--- src/rtl/tile_blitter.sv ---
// Tile blitter: draws one TILE_W x TILE_H tile at a latched origin into the
// VGA adapter pixel port, one pixel slot per clock, with screen-edge clipping.
module tile_blitter #(
  parameter int TILE_W   = 8,
  parameter int TILE_H   = 8,
  parameter int X_W      = 8,
  parameter int Y_W      = 7,
  parameter int COLOR_W  = 3,
  parameter int SCREEN_W = 160,
  parameter int SCREEN_H = 120
) (
  input  logic                      CLOCK_50,
  input  logic                      reset,
  input  logic                      start,
  input  logic [1:0]                mode,
  input  logic [X_W-1:0]            x_in,
  input  logic [Y_W-1:0]            y_in,
  input  logic [COLOR_W-1:0]        fg_color,
  input  logic [COLOR_W-1:0]        bg_color,
  input  logic [TILE_W*TILE_H-1:0]  glyph,
  output logic                      busy,
  output logic                      done,
  output logic                      plot,
  output logic [X_W-1:0]            x_out,
  output logic [Y_W-1:0]            y_out,
  output logic [COLOR_W-1:0]        color_out
);

  localparam int NPIX = TILE_W * TILE_H;
  localparam int CW   = (TILE_W > 1) ? $clog2(TILE_W) : 1;
  localparam int RW   = (TILE_H > 1) ? $clog2(TILE_H) : 1;
  localparam int IW   = (NPIX > 1) ? $clog2(NPIX) : 1;
  localparam logic [X_W:0]  SCREEN_W_L = (X_W+1)'(SCREEN_W);
  localparam logic [Y_W:0]  SCREEN_H_L = (Y_W+1)'(SCREEN_H);
  localparam logic [CW-1:0] COL_LAST   = CW'(TILE_W - 1);
  localparam logic [RW-1:0] ROW_LAST   = RW'(TILE_H - 1);

  typedef enum logic [1:0] {IDLE, DRAW, DONE} state_t;

  state_t               state_reg, state_next;
  logic [CW-1:0]        col_reg, col_next;
  logic [RW-1:0]        row_reg, row_next;
  logic [X_W-1:0]       x0_reg, x0_next;
  logic [Y_W-1:0]       y0_reg, y0_next;
  logic [1:0]           mode_reg, mode_next;
  logic [COLOR_W-1:0]   fg_reg, fg_next;
  logic [COLOR_W-1:0]   bg_reg, bg_next;
  logic [NPIX-1:0]      glyph_reg, glyph_next;
  logic                 busy_next, done_next, plot_next;
  logic [X_W-1:0]       x_next;
  logic [Y_W-1:0]       y_next;
  logic [COLOR_W-1:0]   color_next;

  logic [X_W:0]         sum_x;
  logic [Y_W:0]         sum_y;
  logic [IW-1:0]        pix_idx;
  logic                 pix_bit, pix_on, visible;
  logic [COLOR_W-1:0]   pix_color;

  // One extra bit on the coordinate sums so origins near the wrap point clip
  // instead of wrapping back onto the left/top of the screen.
  assign sum_x   = {1'b0, x0_reg} + (X_W+1)'(col_reg);
  assign sum_y   = {1'b0, y0_reg} + (Y_W+1)'(row_reg);
  assign visible = (sum_x < SCREEN_W_L) && (sum_y < SCREEN_H_L);
  assign pix_idx = IW'(row_reg) * IW'(TILE_W) + IW'(col_reg);
  assign pix_bit = glyph_reg[pix_idx];

  always_comb begin
    pix_on    = 1'b1;
    pix_color = fg_reg;
    case (mode_reg)
      2'b00:   pix_color = fg_reg;
      2'b01:   pix_color = pix_bit ? fg_reg : bg_reg;
      2'b10:   pix_on    = pix_bit;
      default: pix_color = '0;
    endcase
  end

  always_comb begin
    state_next = state_reg;
    col_next   = col_reg;
    row_next   = row_reg;
    x0_next    = x0_reg;
    y0_next    = y0_reg;
    mode_next  = mode_reg;
    fg_next    = fg_reg;
    bg_next    = bg_reg;
    glyph_next = glyph_reg;
    busy_next  = busy;
    done_next  = 1'b0;
    plot_next  = 1'b0;
    x_next     = x_out;
    y_next     = y_out;
    color_next = color_out;
    case (state_reg)
      IDLE: begin
        if (start) begin
          x0_next    = x_in;
          y0_next    = y_in;
          mode_next  = mode;
          fg_next    = fg_color;
          bg_next    = bg_color;
          glyph_next = glyph;
          col_next   = '0;
          row_next   = '0;
          busy_next  = 1'b1;
          state_next = DRAW;
        end
      end
      DRAW: begin
        if (visible && pix_on) begin
          plot_next  = 1'b1;
          x_next     = sum_x[X_W-1:0];
          y_next     = sum_y[Y_W-1:0];
          color_next = pix_color;
        end
        if (col_reg == COL_LAST) begin
          col_next = '0;
          if (row_reg == ROW_LAST) state_next = DONE;
          else                     row_next   = row_reg + 1'b1;
        end else begin
          col_next = col_reg + 1'b1;
        end
      end
      DONE: begin
        done_next  = 1'b1;
        busy_next  = 1'b0;
        state_next = IDLE;
      end
      default: state_next = IDLE;
    endcase
  end

  always_ff @(posedge CLOCK_50 or posedge reset) begin
    if (reset) begin
      state_reg <= IDLE;
      col_reg   <= '0;
      row_reg   <= '0;
      x0_reg    <= '0;
      y0_reg    <= '0;
      mode_reg  <= '0;
      fg_reg    <= '0;
      bg_reg    <= '0;
      glyph_reg <= '0;
      busy      <= 1'b0;
      done      <= 1'b0;
      plot      <= 1'b0;
      x_out     <= '0;
      y_out     <= '0;
      color_out <= '0;
    end else begin
      state_reg <= state_next;
      col_reg   <= col_next;
      row_reg   <= row_next;
      x0_reg    <= x0_next;
      y0_reg    <= y0_next;
      mode_reg  <= mode_next;
      fg_reg    <= fg_next;
      bg_reg    <= bg_next;
      glyph_reg <= glyph_next;
      busy      <= busy_next;
      done      <= done_next;
      plot      <= plot_next;
      x_out     <= x_next;
      y_out     <= y_next;
      color_out <= color_next;
    end
  end

endmodule
--- config.mk ---
export PLATFORM = sky130hd
export DESIGN_NAME = tile_blitter
export DESIGN_NICKNAME = d
export VERILOG_FILES = /design/src/rtl/tile_blitter.sv
export SDC_FILE = /design/constraint.sdc
export NUM_CORES = 1
export LEC_CHECK = 0
export BUFFER_PORTS_ARGS = -buffer_cell sky130_fd_sc_hd__buf_2
export CAP_MARGIN = 20
export CELL_PAD_IN_SITES_DETAIL_PLACEMENT = 0
export CELL_PAD_IN_SITES_GLOBAL_PLACEMENT = 1
export CORE_ASPECT_RATIO = 0.8
export CORE_MARGIN = 2
export CORE_UTILIZATION = 48
export DETAILED_ROUTE_END_ITERATION = 8
export GPL_TIMING_DRIVEN = 0
export HOLD_SLACK_MARGIN = 0.1
export PLACE_DENSITY = 0.95
export SKIP_CTS_REPAIR_TIMING = 1
export SLEW_MARGIN = 0
export SYNTH_ARGS = -nofsm -noshare
export SYNTH_HDL_FRONTEND = slang
export SYNTH_SLANG_ARGS = --single-unit
--- constraint.sdc ---
create_clock -name CLOCK_50 -period 7.1 [get_ports CLOCK_50]
set_input_delay 0 -clock CLOCK_50 [delete_from_list [all_inputs] [get_ports CLOCK_50]]
set_output_delay 0 -clock CLOCK_50 [all_outputs]
set_load 0.01 [all_outputs]
**After elaboration in Yosys (flattened, before gate mapping)**

Cells that the tools add are included.

- Logic and storage cells: 66
- Bits in registers: 116
- Latch bits: 0
- Memories kept: 0
- Bits in read-only memories: 0
- Bits of input ports: 90
- Memory bits (writable): 0
- Output and inout port bits: 21

- Multipliers: 0
- Add/subtract/negate cells: 5
- Div/mod/pow operators: 0
- Reductions and logical operators: 13
- Magnitude comparators: 3
- Multiplexer cells: 20
- Shift operators: 0
- Bitwise operators: 0
- Equality and inequality tests: 10

Operators with widths:

| operator | count |
|---|---|
| $pmux W3 S2 | 3 |
| $mux W3 | 5 |
| $add A8 B3 Y9 | 1 |
| $lt A9 B8 Y1 const B | 1 |
| $add A7 B3 Y8 | 1 |
| $lt A8 B7 Y1 const B | 1 |
| $ne A2 B2 Y1 const B | 4 |
| $reduce_and A2 Y1 | 4 |
| $lt A6 B7 Y1 const B | 1 |
| $add A3 B1 Y3 const B | 2 |
| $add A6 B3 Y6 | 1 |
| $bmux W1 S6 | 1 |
| $eq A3 B3 Y1 const B | 2 |
| $mux W1 | 6 |
| $mux W2 | 3 |
| $eq A2 B1 Y1 const B | 2 |
| $eq A2 B2 Y1 const B | 2 |
| $logic_not A2 Y1 | 2 |
| $pmux W2 S2 | 1 |
| $reduce_and A4 Y1 | 1 |
| $reduce_bool A2 Y1 | 2 |
| $reduce_and A3 Y1 | 1 |
| $logic_and A1 B1 Y1 | 2 |
| $pmux W1 S2 | 1 |
| $reduce_or A2 Y1 | 1 |

**Depth between registers and ports, before layout**

- Word-level depth: 7
- Gate-level depth with buffers: 12
- Depth with buffers taken out: 9

**Worst setup path after synthesis**

OpenSTA, ideal clock, no wires.

- Path kind: register to register
- Start point: reg col_reg[1]
- End point: reg x_out[0]
- Arrival: 3.029 ns
- Data required time: 6.975 ns
- Path slack: 3.946 ns
- Cell stages (with the launch flop): 13
- Clock period less this slack: 3.154 ns
- Cells stage by stage: dfrtp_1 > buf_2 > buf_2 > inv_1 > fa_1 > nor2b_1 > o211a_1 > o41ai_1 > or3_1 > buf_2 > a41oi_4 > buf_6 > mux2_4

- Cells in the longest elaborated chain, start to end: 6
- Elaborated cells between the ends (all ways): 9
- Classes of those cells: add/sub (2); order compare (1); mux (3); reduce/logical (3)

RTL lines:

| element | RTL line | RTL |
|---|---|---|
| start: declaration | 41 | `logic [CW-1:0] col_reg, col_next;` |
| start signal: assignment | 153 | `col_reg <= col_next;` |
| $add A6 B3 Y6 | 65 | `assign pix_idx = IW'(row_reg) * IW'(TILE_W) + IW'(col_reg);` |
| $bmux W1 S6 | 66 | `assign pix_bit = glyph_reg[pix_idx];` |
| $mux W1 (implied by the code) | 66 |  |
| $mux W1 | 71 | `case (mode_reg)` |
| $logic_and A1 B1 Y1 (*) | 111 | `if (visible && pix_on) begin` |
| $reduce_and A2 Y1 (no line) (*) | - |  |
| end signal: assignment | 164 | `x_out <= x_next;` |
| end: declaration | 24 | `output logic [X_W-1:0] x_out,` |

Mark *: on every way between the ends. The rest lies on a longest branch, timed or not. The select of a mux whose other input is x is not followed.
A chain may end at the register's enable or synchronous reset.

**Final worst setup path**

- Start point: reg col_reg[1]
- End point: reg x_out[6]

- Cells in the longest elaborated chain, start to end: 6
- Elaborated cells between the ends (all ways): 9
- Classes of those cells: add/sub (2); order compare (1); mux (3); reduce/logical (3)

RTL lines:

| element | RTL line |
|---|---|
| $add A6 B3 Y6 | 65 |
| $bmux W1 S6 | 66 |
| $mux W1 (implied by the code) | 66 |
| $mux W1 | 71 |
| $logic_and A1 B1 Y1 | 111 |
| $reduce_and A2 Y1 (no line) | - |

Parallel ways exist; a longest one is shown, timed or not. The select of a mux whose other input is x is not followed.

==> results.yml <==
outcome:
  outcome: "complete, no violations"
flow_run:
  maxCapViolations: 0
critical_path:
  worstSetupStartpointType: "flip-flop"
  crit_path_top_delay_cell: "fa_1"
  worst_path_most_repeated_cell: "buf_2"
  crit_required_ps: 7390
  cp_cell_sequence: "buf_2, buf_2, inv_1, fa_1, nor2b_1, o211a_1, o41ai_1, or3_1, buf_2, a41oi_4, buf_6, mux2_4"
  crit_family: "buffers and inverters"
  path_class: "reg -> reg"
  critPathMaxFanout: 10
  critPathCaptureType: "flip-flop"
  worstPathArrival_ps: 4100
  max_stage_delay_ps: 480
  crit_buf_inv: 5
synthesis:
  syn_area_mm2: 0.00549
  postSynthAreaPerCell_um2: 14.3
  synth_edf_count: 0
  async_reset_ff_share_pct: 100
  synth_cell_types: 45
  synth.largest_area_cell: "dfrtp_1"
  synthCells: 384
  yosysTopAreaCellShare_pct: 52.8
  yosys-top-cells-area: "dfrtp_1, mux2_2, mux4_2"
  seq_area_frac_synth_pct: 52.8
  ys_warn_count: 0
  ys_ff_latch: 116
  synth_flop_cell: "dfrtp_1"
  syn_nets: 486
sta:
  fin_setup_tns_ps: 0
  clock.fmax_mhz: 263
  maxSlewHeadroom_pct: 53.5
  setup_viol: 0
  worst_slew_pin_slew_ps: 698
  rsz0062_at_grt: "false"
  hold_violations: 0
  period_needed_ps: 3810
  fin_worst_skew_ps: 8.66
  worst_slack_ps: 3290
  period_share_pct: 53.6
  final_max_slew_viol_count: 0
cells_and_area:
  drive_above_1_share_pct: 42.9
  nets: 705
  syn_to_final_growth_pct: 40.9
  fin_util_pct: 70.3
  stdcell_area_mm2: 0.00774
  largest_register_ffs: 64
  diodes: 0
drt:
  drt_iter0_markers: 243
  viasPerCell: 5.33
  firstDrtPassIters: 4
  drc: 0
  vias: 4044
  wl_um: 13700
  ant_nets: 0
  post_drt_wl_per_cell_um: 18.1
clock_network:
  cts-root-buf: "clkbuf_16"
  htree_num_levels: 4
  clock_sinks: 116
  path_clk_slew_ps: 50
  cts_max_path_buffers: 2
  cts_made_buffers: 17
  clk_latency_ps: 410
  cts_tree: "yes"
power_and_ir_drop:
  leakagePower_nw: 3.56
  ir_worst_vdd_mv: 0.260
  cellPowerDensity_mw_per_mm2: 464
  total_power_mw: 3.59
placed_design:
  dpl_cell_area_mm2: 0.00625
  numPortBuffers: 110
  place_ws_ps: 3360
  gp_congestion: 0.785
  hpwl_um: 8700
global_routing:
  grt_pass1_wl_um: 19600
  grt_pass1_vias: 3938
  grt_overflow: 0
  grt_util_all_layers_pct: 21.3
  antenna_found_initial: 0
  grt_max_degree: 75
floorplanning:
  die_area_mm2: 0.0123
  dieWidth_um: 124
  io_pins: 111
  initial_utilization_pct: 49.9
  die_h_um: 99.7
  core-area_mm2: 0.0110
  fp-row-count: 34
worst_hold_path:
  holdCritPathClass: "in -> async"
==> cell usage in the layout (no fill, tap or decap), types with 9 or more instances in the layout <==
cell             n
mux2_2          89
a21oi_1          9
clkbuf_1        14
buf_2          115
clkbuf_16       17
ha_1            10
nand2_1         17
inv_1            9
o21ai_0          9
mux4_2          15
mux2i_1         15
dfrtp_1        116
dlygate4sd3_1   89
==> where the power goes <==
group	switching, mW	internal [mW]	total, mW
clock	0.303	0.581	0.884
combinational	0.648	0.839	1.49
sequential	0.228	0.994	1.22
total	1.18	2.41	3.59
==> cell usage after synthesis (8+ instances only) <==
cell type    n
o21ai_0      9
mux2i_1     15
dfrtp_1    116
mux4_2      15
mux2_2      89
xnor2_1      8
ha_1        10
inv_1       10
nand2_1     17
clkbuf_1    11
mux2_4       8
a21oi_1      9
==> kinds of logic (layout without fill, tap and decap cells) <==
logic type,count (synthesis),after routing,share of synthesized area [%]
xor gates and xnor gates,11,11,1.75
adders and majority gates,12,12,3.01
DFF,116,116,52.8
and+or+nand+nor,38,38,3.23
muxes,127,127,29.3
buffers and inverters,30,261,2.66
AOI/OAI and AO/OA,50,50,7.20
==> path summary, 6_finish.rpt <==
| check | from | to | slack (ps) | cells past startpoint |
|---|---|---|---|---|
| worst min-delay path | reset | x_out[2] | 210 | 3 |
| worst max-delay path | col_reg[1] | x_out[6] | 3290 | 12 |
| min in group CLOCK_50 | mode[0] | mode_reg[0] | 340 | 4 |
| worst min register to register | y_out[0] | y_out[0] | 500 | 1 |
| worst max register to register | col_reg[1] | x_out[6] | 3290 | 12 |
| max in group asynchronous | reset | glyph_reg[9] | 6130 | 4 |
==> metrics by stage <==
step / hold WS (ps) / std cells
6_report: 205 / 759
5_1_grt: 275 / 759
4_1_cts: -323 / 670
3_5_place_dp: 99.5 / 639
3_3_place_gp: 222 / 638
2_1_floorplan: 117 / 384
==> layer usage <==
metal	vias to the layer above	track usage [%]	part of all wire (%)
li1	1853	-	-
met1	2023	27.5	43
met2	142	33.6	49
met3	26	7.28	6.1
met4	0	7.60	1.6
met5	-	0	0
==> area by class of cell <==
cell class              count  area (um^2)
well taps                 144          180
clock buffers              20          437
repair buffers            200         1470
plain buffers              20          109
clock inverters            11          160
multi-input cells         238         2440
flip-flops and latches    116         2900
fillers                   748         3280
inverters                  10         40.0
==> tightest hold or removal path: cells and delay by family <==
kind | cells | cell delay, ps
buffers and inverters | 3 | 1080
(Power assumes the default switching activity.)
